`src/rtl/prog_loader_pkg.sv`:
```
// Shared types and default widths for the nibble-stream program loader.
package prog_loader_pkg;

    localparam int ADDR_W_DEF = 12;
    localparam int NIB_W_DEF  = 4;

    typedef enum logic [2:0] {
        ST_IDLE = 3'd0,
        ST_HI   = 3'd1,
        ST_LO   = 3'd2,
        ST_WR   = 3'd3,
        ST_DONE = 3'd4
    } state_e;

endpackage

```
`src/rtl/prog_loader_if.sv`:
```
// Host/nibble-stream/memory-write bundle of the program loader.
interface prog_loader_if #(
    parameter int ADDR_W = prog_loader_pkg::ADDR_W_DEF,
    parameter int NIB_W  = prog_loader_pkg::NIB_W_DEF
);

    logic                 load;
    logic [ADDR_W-1:0]    data;
    logic [ADDR_W-1:0]    length;
    logic [NIB_W-1:0]     nib_in;
    logic                 nib_valid;
    logic                 nib_ready;
    logic [ADDR_W-1:0]    mem_addr;
    logic [2*NIB_W-1:0]   mem_wdata;
    logic                 mem_we;
    logic                 busy;
    logic                 done;

    // Host / stream source side.
    modport master (
        output load, data, length, nib_in, nib_valid,
        input  nib_ready, mem_addr, mem_wdata, mem_we, busy, done
    );

    // Loader side.
    modport slave (
        input  load, data, length, nib_in, nib_valid,
        output nib_ready, mem_addr, mem_wdata, mem_we, busy, done
    );

endinterface

```
`src/rtl/prog_loader_addr_counter.sv`:
```
// Loadable up-counter for the program-memory write address; wraps naturally at 2^ADDR_W.
module addr_counter #(
    parameter int ADDR_W = prog_loader_pkg::ADDR_W_DEF
) (
    input  logic              Clk,
    input  logic              reset,
    input  logic              load,
    input  logic              enable,
    input  logic [ADDR_W-1:0] data,
    output logic [ADDR_W-1:0] Q
);

    // NOTE: sequential state uses non-blocking assignments so every register samples pre-edge values.
    always_ff @(posedge Clk or negedge reset) begin
        if (!reset) begin
            Q <= '0;
        end else if (load) begin
            Q <= data;
        end else if (enable) begin
            Q <= Q + 1'b1;
        end
    end

endmodule

```
`src/rtl/prog_loader.sv`:
```
// Assembles pairs of nibbles into bytes and writes them to consecutive program-memory addresses.
module prog_loader
    import prog_loader_pkg::*;
#(
    parameter int ADDR_W = ADDR_W_DEF,
    parameter int NIB_W  = NIB_W_DEF
) (
    input  logic         Clk,
    input  logic         reset,
    prog_loader_if.slave bus
);

    state_e            state_q, state_d;
    logic [ADDR_W-1:0] rem_q, rem_d;
    logic [NIB_W-1:0]  hi_q, hi_d;
    logic [NIB_W-1:0]  lo_q, lo_d;
    logic [ADDR_W-1:0] addr;
    logic              addr_load;
    logic              addr_en;
    logic              nib_ready;
    logic              nib_xfer;
    logic              mem_we;

    addr_counter #(.ADDR_W(ADDR_W)) u_addr (
        .Clk    (Clk),
        .reset  (reset),
        .load   (addr_load),
        .enable (addr_en),
        .data   (bus.data),
        .Q      (addr)
    );

    assign nib_ready = (state_q == ST_HI) || (state_q == ST_LO);
    assign nib_xfer  = bus.nib_valid && nib_ready;
    assign mem_we    = (state_q == ST_WR);

    always_ff @(posedge Clk or negedge reset) begin
        if (!reset) begin
            state_q <= ST_IDLE;
            rem_q   <= '0;
            hi_q    <= '0;
            lo_q    <= '0;
        end else begin
            state_q <= state_d;
            rem_q   <= rem_d;
            hi_q    <= hi_d;
            lo_q    <= lo_d;
        end
    end

    always_comb begin
        // NOTE: every signal gets a default first so no path through the case infers a latch.
        state_d   = state_q;
        rem_d     = rem_q;
        hi_d      = hi_q;
        lo_d      = lo_q;
        addr_load = 1'b0;
        addr_en   = 1'b0;

        case (state_q)
            ST_IDLE: begin
                if (bus.load) begin
                    addr_load = 1'b1;
                    rem_d     = bus.length;
                    state_d   = (bus.length != '0) ? ST_HI : ST_DONE;
                end
            end
            ST_HI: begin
                if (nib_xfer) begin
                    hi_d    = bus.nib_in;
                    state_d = ST_LO;
                end
            end
            ST_LO: begin
                if (nib_xfer) begin
                    lo_d    = bus.nib_in;
                    state_d = ST_WR;
                end
            end
            ST_WR: begin
                addr_en = 1'b1;
                rem_d   = rem_q - 1'b1;
                // Decision uses the pre-decrement value: one byte left means this was the last.
                state_d = (rem_q == ADDR_W'(1)) ? ST_DONE : ST_HI;
            end
            ST_DONE: begin
                state_d = ST_IDLE;
            end
            default: begin
                state_d = ST_IDLE;
            end
        endcase
    end

    assign bus.nib_ready = nib_ready;
    assign bus.mem_we    = mem_we;
    assign bus.mem_addr  = addr;
    assign bus.mem_wdata = mem_we ? {hi_q, lo_q} : '0;
    assign bus.busy      = (state_q != ST_IDLE);
    assign bus.done      = (state_q == ST_DONE);

endmodule

```
`src/flat_wrapper.sv`:
```
// flat-port wrapper written by rule: the top's interface ports become plain ports
module prog_loader_flat import prog_loader_pkg::*;
#(
    parameter int ADDR_W = ADDR_W_DEF,
    parameter int NIB_W  = NIB_W_DEF
)
  (Clk, reset, bus_load, bus_data, bus_length, bus_nib_in, bus_nib_valid, bus_nib_ready, bus_mem_addr, bus_mem_wdata, bus_mem_we, bus_busy, bus_done);
  prog_loader_if #(.ADDR_W(ADDR_W), .NIB_W(NIB_W)) bus_i ();
  input  logic Clk;
  input  logic reset;
  input wire logic [$bits(bus_i.load)-1:0] bus_load;
  input wire logic [$bits(bus_i.data)-1:0] bus_data;
  input wire logic [$bits(bus_i.length)-1:0] bus_length;
  input wire logic [$bits(bus_i.nib_in)-1:0] bus_nib_in;
  input wire logic [$bits(bus_i.nib_valid)-1:0] bus_nib_valid;
  output wire logic [$bits(bus_i.nib_ready)-1:0] bus_nib_ready;
  output wire logic [$bits(bus_i.mem_addr)-1:0] bus_mem_addr;
  output wire logic [$bits(bus_i.mem_wdata)-1:0] bus_mem_wdata;
  output wire logic [$bits(bus_i.mem_we)-1:0] bus_mem_we;
  output wire logic [$bits(bus_i.busy)-1:0] bus_busy;
  output wire logic [$bits(bus_i.done)-1:0] bus_done;
  assign bus_i.load = bus_load;
  assign bus_i.data = bus_data;
  assign bus_i.length = bus_length;
  assign bus_i.nib_in = bus_nib_in;
  assign bus_i.nib_valid = bus_nib_valid;
  assign bus_nib_ready = bus_i.nib_ready;
  assign bus_mem_addr = bus_i.mem_addr;
  assign bus_mem_wdata = bus_i.mem_wdata;
  assign bus_mem_we = bus_i.mem_we;
  assign bus_busy = bus_i.busy;
  assign bus_done = bus_i.done;
  prog_loader #(.ADDR_W(ADDR_W), .NIB_W(NIB_W)) u_core (.Clk(Clk), .reset(reset), .bus(bus_i));
endmodule
```
`config.mk`:
```
export PLATFORM = sky130hd
export DESIGN_NAME = prog_loader_flat
export DESIGN_NICKNAME = d
export VERILOG_FILES = /design/src/rtl/prog_loader_pkg.sv /design/src/rtl/prog_loader_if.sv /design/src/rtl/prog_loader_addr_counter.sv /design/src/rtl/prog_loader.sv /design/src/flat_wrapper.sv
export SDC_FILE = /design/constraint.sdc
export NUM_CORES = 1
export LEC_CHECK = 0
export ABC_AREA = 1
export CORE_ASPECT_RATIO = 0.8
export CORE_MARGIN = 2
export CORE_UTILIZATION = 49
export CTS_CLUSTER_DIAMETER = 200
export DETAILED_ROUTE_END_ITERATION = 10
export PLACE_DENSITY = 0.83
export SYNTH_ARGS = -nofsm -noshare
export SYNTH_HDL_FRONTEND = slang
export SYNTH_SLANG_ARGS = --single-unit
```
`constraint.sdc`:
```
create_clock -name Clk -period 1.6 [get_ports Clk]
set_input_delay 0.16 -clock Clk [delete_from_list [all_inputs] [get_ports Clk]]
set_output_delay 0.16 -clock Clk [all_outputs]
set_load 0.02 [all_outputs]
```
==> Flow_metrics.wiki <==
{| class="wikitable"
! Metric !! Value
|-
| Run status || completed
|-
| Type of element capturing the critical path || output port
|-
| Min Hold Slack || 284 ps
|-
| Switching part of the total || 0.463
|-
| GRT Util Overall || 0.239
|-
| Cell area power density || 1770 nW/um^2
|-
| Peak Freq || about 0.65 GHz
|-
| Area added between synthesis and finish || 32.4%
|-
| Area of the placeable core || 4230 um^2
|-
| Number of buffers on the longest clock path || 2
|-
| Delay of the slowest critical-path stage || 640 ps
|-
| Async SR Flop Fraction || 1.00
|-
| Sum of net half-perimeters after detailed placement || 3.91 mm
|-
| Remaining design rule violation count || 0
|-
| Total buffers and inverters traversed by the critical path || 1
|-
| Number of standard cells in the layout, taps in and fillers out || 434
|-
| IO Port Bufs || 55
|-
| Synth top cells by count || nand2_1 (95), nor2_1 (42), inv_1 (40), dfrtp_1 (35), nand3_1 (31)
|-
| Relative contribution of sequential cells to total power || 0.342
|-
| Pin count of the biggest net entering global routing || 36
|-
| Main area contributors after synthesis || dfrtp_1 (40%), nand2_1 (16%), nor2_1 (7.2%)
|-
| First-pass GRT wire length || 9.57 mm
|-
| Number of vias per cell after detailed routing || 5.08
|-
| Synth Register Bits || 35
|-
| Total clock buffers created by CTS || 5
|-
| Filler Cell Count || between 300 and 400
|-
| Dominant delay contributor by cell family on the critical path || buffers and inverters
|-
| Portion of synthesized cell area occupied by the leading cell type || 0.400
|-
| Final critical path time including I/O delays and setup || 1540 ps
|-
| Total length of routed wires || roughly 5.4 mm
|-
| Via count of the first global-routing pass || 2161
|-
| Synthesized cell area || about 2200 um^2
|-
| Floorplan die area || 5020 um^2
|-
| Worst vdd ir || 1.04 mV
|-
| Placement Rows || 21
|-
| Pins over their slew limit || 0
|-
| Most frequently used cell type in the post-synthesis netlist || nand2_1
|-
| Initial DRC Count || about 140
|-
| Number of routed nets with antenna violations || 0
|-
| Clock H-tree levels || 2
|-
| Worst Skew || 10.8 ps
|-
| Clock slew seen by the registers of the worst setup and hold paths || approximately 80 ps
|-
| Initial antenna violation count || 0
|-
| Count of synthesis-stage warnings from yosys || 0
|-
| Number of nets produced by synthesis || 348
|-
| Setup violation total in the final timing report || 0
|-
| Part of the total power dissipated in combinational logic || 0.531
|-
| Cell internal power dissipation || 2.76 mW
|-
| Count of TritonRoute iterations in the first routing pass || 4
|-
| Final hold vios || 0
|-
| Antenna cells || 0
|-
| Latest clock arrival within the worst-skew pair || 290 ps
|-
| Register area share after synthesis || 0.400
|-
| Maxcap violations || 0
|-
| WL per Instance || 12.5 um
|-
| Synthesized instance count || 313
|-
| Initial Util || 0.517
|-
| Count of flip-flops with a built-in enable after synthesis || 0
|-
| Relative contribution of the clock network to total power || 0.127
|-
| Type of element launching the critical path || flip-flop
|-
| Synth area leader || dfrtp_1
|-
| Required time of the worst setup path || 1440 ps
|-
| Placed insts || 427
|-
| Post-CTS setup-driven buffer insertion count || 0
|-
| Count of nets after finishing || 412
|-
| Maximum fanout along the worst path || 6
|-
| Final worst-path cycle share || 0.963
|-
| Switching pwr || 2.38 mW
|-
| Die height || 63.8 um
|-
| CTS tree || built
|-
| Fraction of layout instances using a drive strength above 1 || 0.0902
|-
| X dimension of the die || 78.7 um
|-
| Library cell used as clock root buffer || clkbuf_8
|-
| Synthesized area divided by synthesized cell count || 6.99 um^2
|-
| Leakage component of the power || 1.41 nW
|-
| Vias post-DR || 2204
|-
| Slew at the pin closest to its max-slew limit || 450 ps
|-
| Boundary pin count || 56
|-
| Critical-path cell with the highest stage delay || clkdlybuf4s50_1
|-
| Synth Flop Type || dfrtp_1
|-
| Total number of clock tree sinks || 35
|-
| GR Overflow Total || 0
|-
| Routability-driven placement congestion ratio || 0.807
|-
| Cell chain of the critical path || clkdlybuf4s50_1
|-
| Worst slew margin || 0.700
|-
| Crit Path Category || reg -> out
|-
| Critical Path AT || approximately 1400 ps
|-
| Number of distinct library cells after synthesis || 30
|-
| Total Negative Setup Slacks || 0 ps
|-
| Type of the most critical hold path || in -> async
|}
-- final cells by class --
type                       instances  area [um^2]  share of cell area
sequential                        35          878               0.303
clock inverter                     1         5.00             0.00173
tap                               57         71.3              0.0246
inverter                          44          170              0.0588
clock buffer                       6         82.6              0.0285
multi-input combinational        227         1090               0.378
timing repair buffer              64          594               0.205
-- per-layer routing --
layer / global-route usage / part of all wire
met1: 0.316 / 0.47
met3: 0.0607 / 0.048
met5: 0 / 0
met2: 0.399 / 0.47
met4: 0.0526 / 0.0085
-- power groups by stage --
| stage | logic, mW | clock network, mW | registers [mW] |
|---|---|---|---|
| finish | 2.73 | 0.653 | 1.76 |
| global route | 3.06 | 0.705 | 1.82 |
| CTS | 2.73 | 0.658 | 1.74 |
| detailed placement | 2.76 | 0 | 1.73 |
| global placement | 2.69 | 0 | 1.73 |
| floorplan | 1.71 | 0 | 1.83 |
-- sequential cells by signal, indices dropped and copies added (netlist names) --
| signal | count |
|---|---|
| u_core.state_q | 3 |
| u_core.u_addr.Q | 12 |
| u_core.rem_q | 12 |
| u_core.lo_q | 4 |
| u_core.hi_q | 4 |
-- metrics by stage --
stage / util / cell area, um^2 / setup WS (ps) / power, mW
2_1_floorplan: - / 2190 / 123 / 3.54
3_3_place_gp: 0.666 / 2820 / 98.2 / 4.42
3_5_place_dp: 0.666 / 2820 / 32.9 / 4.49
4_1_cts: 0.684 / 2890 / 5.12 / 5.13
5_1_grt: 0.684 / 2900 / -0.521 / 5.58
6_report: 0.684 / 2900 / 58.8 / 5.14
-- what timing repair did --
item | 4_1_cts | 5_1_grt
hold buffers | 0 | 0
resized for setup | 14 | 16
setup endpoints to repair | 12 | 10
-- cells in the final DEF (no fill, tap or decap) --
cell	synthesis	final
xnor2_1	1	1
o211ai_1	9	9
nor2_2	1	1
dlygate4sd2_1	0	5
clkbuf_2	0	4
clkinv_2	0	1
a21oi_1	6	6
nor3_1	3	3
nand3_4	2	2
a211oi_2	1	1
ha_1	3	3
dlymetal6s2s_1	0	1
or2_0	1	1
o21a_1	1	1
inv_4	1	2
inv_1	40	40
nor2_4	0	1
dfrtp_2	0	2
nand3_1	31	31
clkbuf_8	0	6
buf_4	2	9
o21ai_0	15	15
o21ai_2	1	1
nand2_1	95	95
nor2_1	42	41
dfrtp_1	35	33
xor2_1	2	2
inv_2	2	1
nand4_1	6	6
or2_2	1	1
clkdlybuf4s50_1	0	42
clkinv_1	1	1
o22ai_1	4	4
nand2_4	1	1
a21oi_2	1	1
clkdlybuf4s15_1	0	3
-- kinds of logic after synthesis --
family          count (synthesis)  share of synthesized area
flops                          35                      0.400
compound gates                 38                      0.108
buf+inv                        51                      0.103
xor+xnor                        3                     0.0120
fa+ha+maj                       3                     0.0172
simple gates                  183                      0.360
-- final timing paths --
| path | startpoint | end | slack (ps) | cells past startpoint |
|---|---|---|---|---|
| min in group Clk | bus_data[5] | u_core.u_addr.Q[5] | 450 | 3 |
| max | u_core.u_addr.Q[3] | bus_mem_addr[3] | 60 | 1 |
| max in group asynchronous | reset | u_core.state_q[0] | 980 | 2 |
| min | reset | u_core.u_addr.Q[11] | 280 | 2 |
| min reg2reg | u_core.hi_q[2] | u_core.hi_q[2] | 490 | 2 |
| max reg2reg | u_core.rem_q[0] | u_core.rem_q[8] | 160 | 7 |
Note: power is estimated with default switching activity, not from simulation.
